## src/rtl/eu_exec.sv

```systemverilog
// eu_exec: 8-bit execution unit between decode/register file and data memory.
// Ports:
//   clk, reset (async, active low)
//   opAAdr/opBAder     -> opAsendAdr/opBsendAdr : combinational operand address pass-through
//   opcode, operandA, operandB, data_memory_data : operation and operand values
//   dest_reg                                     : consumed externally alongside write_enable
//   storeDataAdr -> storeDataAdrOut              : registered memory write address
//   result, write_enable                         : registered ALU/LOAD result and RF write strobe
//   store_data, data_memory_write_enable         : registered STORE data and memory write strobe
module eu_exec (
  input  logic       clk,
  input  logic       reset,
  input  logic [2:0] opAAdr,
  input  logic [2:0] opBAder,
  input  logic [3:0] opcode,
  input  logic [2:0] dest_reg,
  input  logic [3:0] storeDataAdr,
  output logic [2:0] opAsendAdr,
  output logic [2:0] opBsendAdr,
  output logic [3:0] storeDataAdrOut,
  input  logic [7:0] operandA,
  input  logic [7:0] operandB,
  input  logic [7:0] data_memory_data,
  output logic [7:0] result,
  output logic       write_enable,
  output logic [7:0] store_data,
  output logic       data_memory_write_enable
);

  localparam int unsigned DW = 8;
  localparam int unsigned MW = 4;

  typedef enum logic [3:0] {
    OP_NOP   = 4'b0000,
    OP_ADD   = 4'b0001,
    OP_SUB   = 4'b0010,
    OP_AND   = 4'b0011,
    OP_OR    = 4'b0100,
    OP_XOR   = 4'b0101,
    OP_INC   = 4'b0110,
    OP_DEC   = 4'b0111,
    OP_NOT   = 4'b1000,
    OP_NEG   = 4'b1001,
    OP_SHR   = 4'b1010,
    OP_SHL   = 4'b1011,
    OP_ROR   = 4'b1100,
    OP_ROL   = 4'b1101,
    OP_LOAD  = 4'b1110,
    OP_STORE = 4'b1111
  } op_e;

  op_e           op;
  logic [DW-1:0] result_nxt;
  logic          we_nxt;
  logic [DW-1:0] store_data_nxt;
  logic [MW-1:0] store_adr_nxt;
  logic          dmwe_nxt;

  // dest_reg travels with write_enable to the register file; nothing to do here.
  logic unused_dest;
  assign unused_dest = ^dest_reg;

  // Operand addresses go straight to the register file.
  assign opAsendAdr = opAAdr;
  assign opBsendAdr = opBAder;

  assign op = op_e'(opcode);

  // Next-state for every registered output.
  always_comb begin
    result_nxt     = result;
    we_nxt         = 1'b0;
    store_data_nxt = store_data;
    store_adr_nxt  = storeDataAdrOut;
    dmwe_nxt       = 1'b0;
    case (op)
      OP_NOP:   ;
      OP_ADD:   begin result_nxt = DW'(operandA + operandB);   we_nxt = 1'b1; end
      OP_SUB:   begin result_nxt = DW'(operandA - operandB);   we_nxt = 1'b1; end
      OP_AND:   begin result_nxt = operandA & operandB;        we_nxt = 1'b1; end
      OP_OR:    begin result_nxt = operandA | operandB;        we_nxt = 1'b1; end
      OP_XOR:   begin result_nxt = operandA ^ operandB;        we_nxt = 1'b1; end
      OP_INC:   begin result_nxt = DW'(operandA + 8'd1);       we_nxt = 1'b1; end
      OP_DEC:   begin result_nxt = DW'(operandA - 8'd1);       we_nxt = 1'b1; end
      OP_NOT:   begin result_nxt = ~operandA;                  we_nxt = 1'b1; end
      OP_NEG:   begin result_nxt = DW'(8'd0 - operandA);       we_nxt = 1'b1; end
      OP_SHR:   begin result_nxt = {1'b0, operandA[7:1]};      we_nxt = 1'b1; end
      OP_SHL:   begin result_nxt = {operandA[6:0], 1'b0};      we_nxt = 1'b1; end
      OP_ROR:   begin result_nxt = {operandA[0], operandA[7:1]}; we_nxt = 1'b1; end
      OP_ROL:   begin result_nxt = {operandA[6:0], operandA[7]}; we_nxt = 1'b1; end
      OP_LOAD:  begin result_nxt = data_memory_data;           we_nxt = 1'b1; end
      OP_STORE: begin
        store_data_nxt = operandA;
        store_adr_nxt  = storeDataAdr;
        dmwe_nxt       = 1'b1;
      end
      default:  ;
    endcase
  end

  // Output registers.
  always_ff @(posedge clk or negedge reset) begin
    if (!reset) begin
      result                   <= '0;
      write_enable             <= 1'b0;
      store_data               <= '0;
      storeDataAdrOut          <= '0;
      data_memory_write_enable <= 1'b0;
    end else begin
      result                   <= result_nxt;
      write_enable             <= we_nxt;
      store_data               <= store_data_nxt;
      storeDataAdrOut          <= store_adr_nxt;
      data_memory_write_enable <= dmwe_nxt;
    end
  end

endmodule

```

## config.mk

```make
export PLATFORM = sky130hd
export DESIGN_NAME = eu_exec
export DESIGN_NICKNAME = d
export VERILOG_FILES = /design/src/rtl/eu_exec.sv
export SDC_FILE = /design/constraint.sdc
export NUM_CORES = 1
export LEC_CHECK = 0
export ABC_AREA = 1
export CAP_MARGIN = 5
export CORE_MARGIN = 8
export CORE_UTILIZATION = 51
export DETAILED_ROUTE_END_ITERATION = 12
export GPL_TIMING_DRIVEN = 0
export PLACE_DENSITY = 0.85
export SYNTH_ARGS = -nofsm -noshare
export SYNTH_HDL_FRONTEND = slang
export SYNTH_SLANG_ARGS = --single-unit
export TNS_END_PERCENT = 100
```

## constraint.sdc

```tcl
create_clock -name clk -period 1.1 [get_ports clk]
set_input_delay 0.11 -clock clk [delete_from_list [all_inputs] [get_ports clk]]
set_output_delay 0.11 -clock clk [all_outputs]
set_load 0.01 [all_outputs]
```

# Word-level counts from Yosys, hierarchy flattened
# Cells that the tools add are included.
[totals]
reg_bits = 22
elab_cells = 34
inputBits = 43
out_inout_bits = 28
[classes]
add_sub_neg = 5
n_eq_ne = 15
muxes = 3
bitwise_logic = 4
reduce_logical = 2
[op_table]
columns = ["op", "count"]
rows = [
  ["$pmux W8 S14", 1],
  ["$eq A4 B4 Y1 const B", 8],
  ["$eq A4 B3 Y1 const B", 4],
  ["$reduce_bool A14 Y1", 1],
  ["$reduce_or A14 Y1", 1],
  ["$add A8 B1 Y8 const B", 1],
  ["$add A8 B8 Y8", 1],
  ["$and A8 B8 Y8", 1],
  ["$eq A4 B2 Y1 const B", 2],
  ["$not A8 Y8", 1],
  ["$or A8 B8 Y8", 1],
  ["$sub A1 B8 Y8 const A", 1],
  ["$sub A8 B1 Y8 const B", 1],
  ["$sub A8 B8 Y8", 1],
  ["$xor A8 B8 Y8", 1],
  ["$eq A4 B1 Y1 const B", 1],
  ["$mux W1", 2],
]

# Logic depth before layout (Yosys ltp)
[logic_depth]
depth_word = 3
depth_mapped = 17
ltp_nobuf = 16

# Least setup slack after synthesis
# No wires, ideal clock.
[synth_timing]
path_kind = "input port to flip-flop"
start = "input port opcode[2]"
end = "register result[5]"
required_time_ps = 979
stages = 16
setup_time_ps = 121
n_path_buf = 1
slack_ps = -916
arrival_ps = 1894
path_cell_list = "clkbuf_2 -> inv_1 -> nand2_2 -> nor2_4 -> nor2_4 -> inv_1 -> a211oi_1 -> a211oi_1 -> ha_1 -> a21oi_1 -> inv_1 -> a21oi_1 -> nand2_1 -> nand2_1 -> o21ai_1 -> o22a_1"
[synth_between]
elab_chain_len = 2
word_cells_on_any_way = 16
cone_classes = "eq/ne: 14; mux: 1; reduce/logical: 1"
[synth_rtl]
columns = ["element", "line_no", "rtl"]
rows = [
  ["start, declared", "15", "input logic [3:0] opcode,"],
  ["$eq A4 B4 Y1 (tied with other cells)", "76", "case (op)"],
  ["$pmux W8 S14 or $reduce_bool A14 Y1 (tied branches)", "--", ""],
  ["end signal, assigned", "110", "result <= result_nxt;"],
  ["end, declared", "24", "output logic [7:0] result,"],
]
# Several ways; a longest one is shown, not always the timed one.
# A chain may end at the register's enable or synchronous reset.

# Worst setup path after layout
[layout_timing]
start = "input port operandB[2]"
end = "register result[3]"
[layout_between]
elab_chain_len = 2
word_cells_on_any_way = 3
cone_classes = "add/sub: 2; mux: 1"
[layout_rtl]
columns = ["element", "line_no", "rtl"]
rows = [
  ["start, declared", "22", "input logic [7:0] operandB,"],
  ["$sub A8 B8 Y8 or $add A8 B8 Y8 (tied branches)", "79, 78", ""],
  ["$pmux W8 S14 *", "76", ""],
]
# Mark *: on every way between the ends. The rest lies on a longest branch, timed or not.

==> impl_metrics.toml <==
[synth]
synthArstFlopShare_pct = 100
ys_seq_area_share_pct = 23.9
syn_nets = 416
synth_top_area_share_pct = 23.9
synth_seq_cells = 22
ys_warn_count = 0
synth.most_common_cell = "nand2_1"
synth_edf_count = 0
synth.distinct_cells = 39
yosys-top-cells-count = "nand2_1 (101), inv_1 (37), o21ai_0 (32)"
syn_inst = 347
ys.flop_type = "dfrtp_1"
yosys-top-cells-area = "dfrtp_1 (24%), nand2_1 (16%), ha_1 (14%)"
avgSynthCellArea_um2 = 6.64
synth_area_um2 = 2300
yosysTopAreaCell = "dfrtp_1"

[global_routing]
grt-ovfl-total = 0
track_usage_pct = 22.8
grt_pass1_vias = 2774
grt_max_degree = 23
antenna_found_initial = 0
grt_pass1_wl_mm = 13.5

[clocking]
clk_pin_slew_ns = 0.07
cts_tree = "yes"
cts_root_buffer = "clkbuf_8"
cts.sinks = 22
htreeDepth = 1
cts_buffers = 3
ctsHoldBuffers = 0
clockBufferDepth = 2
clk_latency_ns = 0.25

[pwr]
p_per_area_nw_per_um2 = 896
irDropWorstVdd_v = 0.000434
leakage_uw = 0.00171

[route]
postRouteAntennaNets = 0
num_vias = 2827
drt_drc_violations_left = 0
vias_per_cell = 5.80
drt_iter0_drc = 244
first_pass_iters = 7
wirelength_mm = 8.25
post_drt_wl_per_cell_um = 16.9

[cells_and_area]
n_antenna_cell = 0
fillers = 317
fin_util_pct = 79.7
fin_cells = 487
drive_above_1_share_pct = 25.5
area_growth_syn_to_layout_pct = 50.7
nNetsFinal = 505

[place]
dpl.hpwl_mm = 6.10
port_buffers = 60
gp_congestion = 0.947
place_inst = 459

[setup_path]
required_ns = 1.24
crit_type = "in -> reg"
crit_fanout = 4
worstSetupStartpointType = "input pin"
r2r-start = "result[5]$_DFFE_PN0P_"
startpoint = "operandB[2]"
end_kind = "register"
arrival_ns = 1.99

[hold_path]
hold_class = "in -> async"

[timing]
hold_viol = 11
rsz0062_at_grt = "true"
tightest_slew_ns = 0.958
fin_worst_skew_ns = 0
max_slew_margin_pct = 36.0
drv_slew = 0
fin_hold_ws_ns = -0.00237
finalCriticalPeriod_ns = 1.85
setup_viol = 8
fmax_mhz = 540
period_share_pct = 168
setup_slack_ns = -0.751

[floorplanning]
die_y_um = 83.2
initial_core_util_pct = 52.9
dieArea_um2 = 6920
die_w_um = 83.2
row_count = 24
core_um2 = 4350
io_pins = 71

[outcome]
status = "finished with violations"
violations = "hold timing, setup timing"

[run]
cap_violations = 0
-- where the power goes --
group	switching (uW)	leakage (uW)	internal [uW]	total, uW
combinational	836	0.00141	699	1540
sequential	68.6	0.000271	954	1020
clock	236	0.0000288	318	554
-- layout by cell type, fill, tap and decap left out, types with 3 or more instances in the layout --
master / instances
o21ai_1: 9
buf_4: 30
a31oi_1: 3
o21ai_0: 24
clkdlybuf4s15_2: 3
nand3_1: 14
xor2_1: 3
inv_2: 13
clkbuf_2: 4
nand2_2: 5
ha_4: 3
dfrtp_1: 22
clkdlybuf4s50_1: 23
buf_8: 3
nor2_1: 23
inv_1: 21
nor2_2: 4
nor2_4: 9
clkbuf_8: 4
nand2_1: 94
nor3_1: 3
o211ai_1: 4
dlygate4sd2_1: 25
nand4_1: 9
ha_1: 22
a21oi_2: 6
a21oi_1: 7
nand2_4: 5
-- flip-flops by register name (all words and copies together), names as in the netlist --
signal,flops
write_enable,1
store_data,8
result,8
storeDataAdrOut,4
data_memory_write_enable,1
-- repair_timing --
item                       4_1_cts  5_1_grt
buffers inserted                18        6
gates resized for setup        117       23
setup endpoints to repair       43       38
pin swaps                       33       10
cloned                           0        0
-- area by class of cell --
type / count / area [um^2] / share of cell area, %
multi-input combinational: 275 / 1750 / 50.5
timing repair buffer: 84 / 774 / 22.3
sequential: 22 / 551 / 15.9
inverter: 41 / 195 / 5.62
buffer: 9 / 80.1 / 2.31
tap: 52 / 65.1 / 1.87
clock buffer: 4 / 55.1 / 1.59
-- routing by layer --
layer  vias up  GRT usage, %  part of all wire [%]
li1       1340             -                     -
met1      1313          28.1                    42
met2       147          39.1                    48
met3        27          3.22                   6.8
met4         0          8.31                   3.1
met5         -             0                     0
-- cells by family (layout without fill, tap and decap cells) --
logic type	after synthesis	after routing	share of synthesized area [%]
xor+xnor	4	4	1.52
buf+inv	50	138	9.18
fa+ha+maj	26	26	14.4
flops	22	22	23.9
compound gates	70	70	17.7
simple gates	175	175	33.3
-- stage by stage --
| step | area (um^2) | power (uW) | hold WS (ns) | TNS (ns) | setup WS, ns |
|---|---|---|---|---|---|
| finish | 3470 | 3110 | -0.00237 | -4.77 | -0.751 |
| global route | 3470 | 3320 | 0.0637 | -5.71 | -0.904 |
| CTS | 3370 | 3040 | 0.289 | -4.16 | -0.671 |
| detailed placement | 3050 | 2440 | 0.459 | -23.79 | -1.61 |
| global placement | 3050 | 2400 | 0.455 | -22.90 | -1.59 |
| floorplan | 2380 | 1760 | -0.186 | -4.91 | -0.796 |
-- critical path: stages --
cell and delay (ns):
clkdlybuf4s15_2 0.23, nor2_1 0.13, nand2_1 0.12, inv_1 0.09, o21ai_1 0.08, o21ai_1 0.20
ha_1 0.30, buf_4 0.16, buf_4 0.12, xor2_1 0.16, a21oi_1 0.18, a21oi_1 0.09
-- final timing paths --
kind	end	slack (ns)	cells after the start
max in group asynchronous	result[6]$_DFFE_PN0P_	0.52	1
min reg2reg	result[2]$_DFFE_PN0P_	0.48	2
max	result[3]$_DFFE_PN0P_	-0.75	12
min in group clk	data_memory_write_enable$_DFF_PN0_	0.22	3
min	storeDataAdrOut[3]$_DFFE_PN0P_	-0.002	1
max reg2reg	result[5]$_DFFE_PN0P_	0.42	1
No activity file was read; power rests on OpenSTA's default activity.
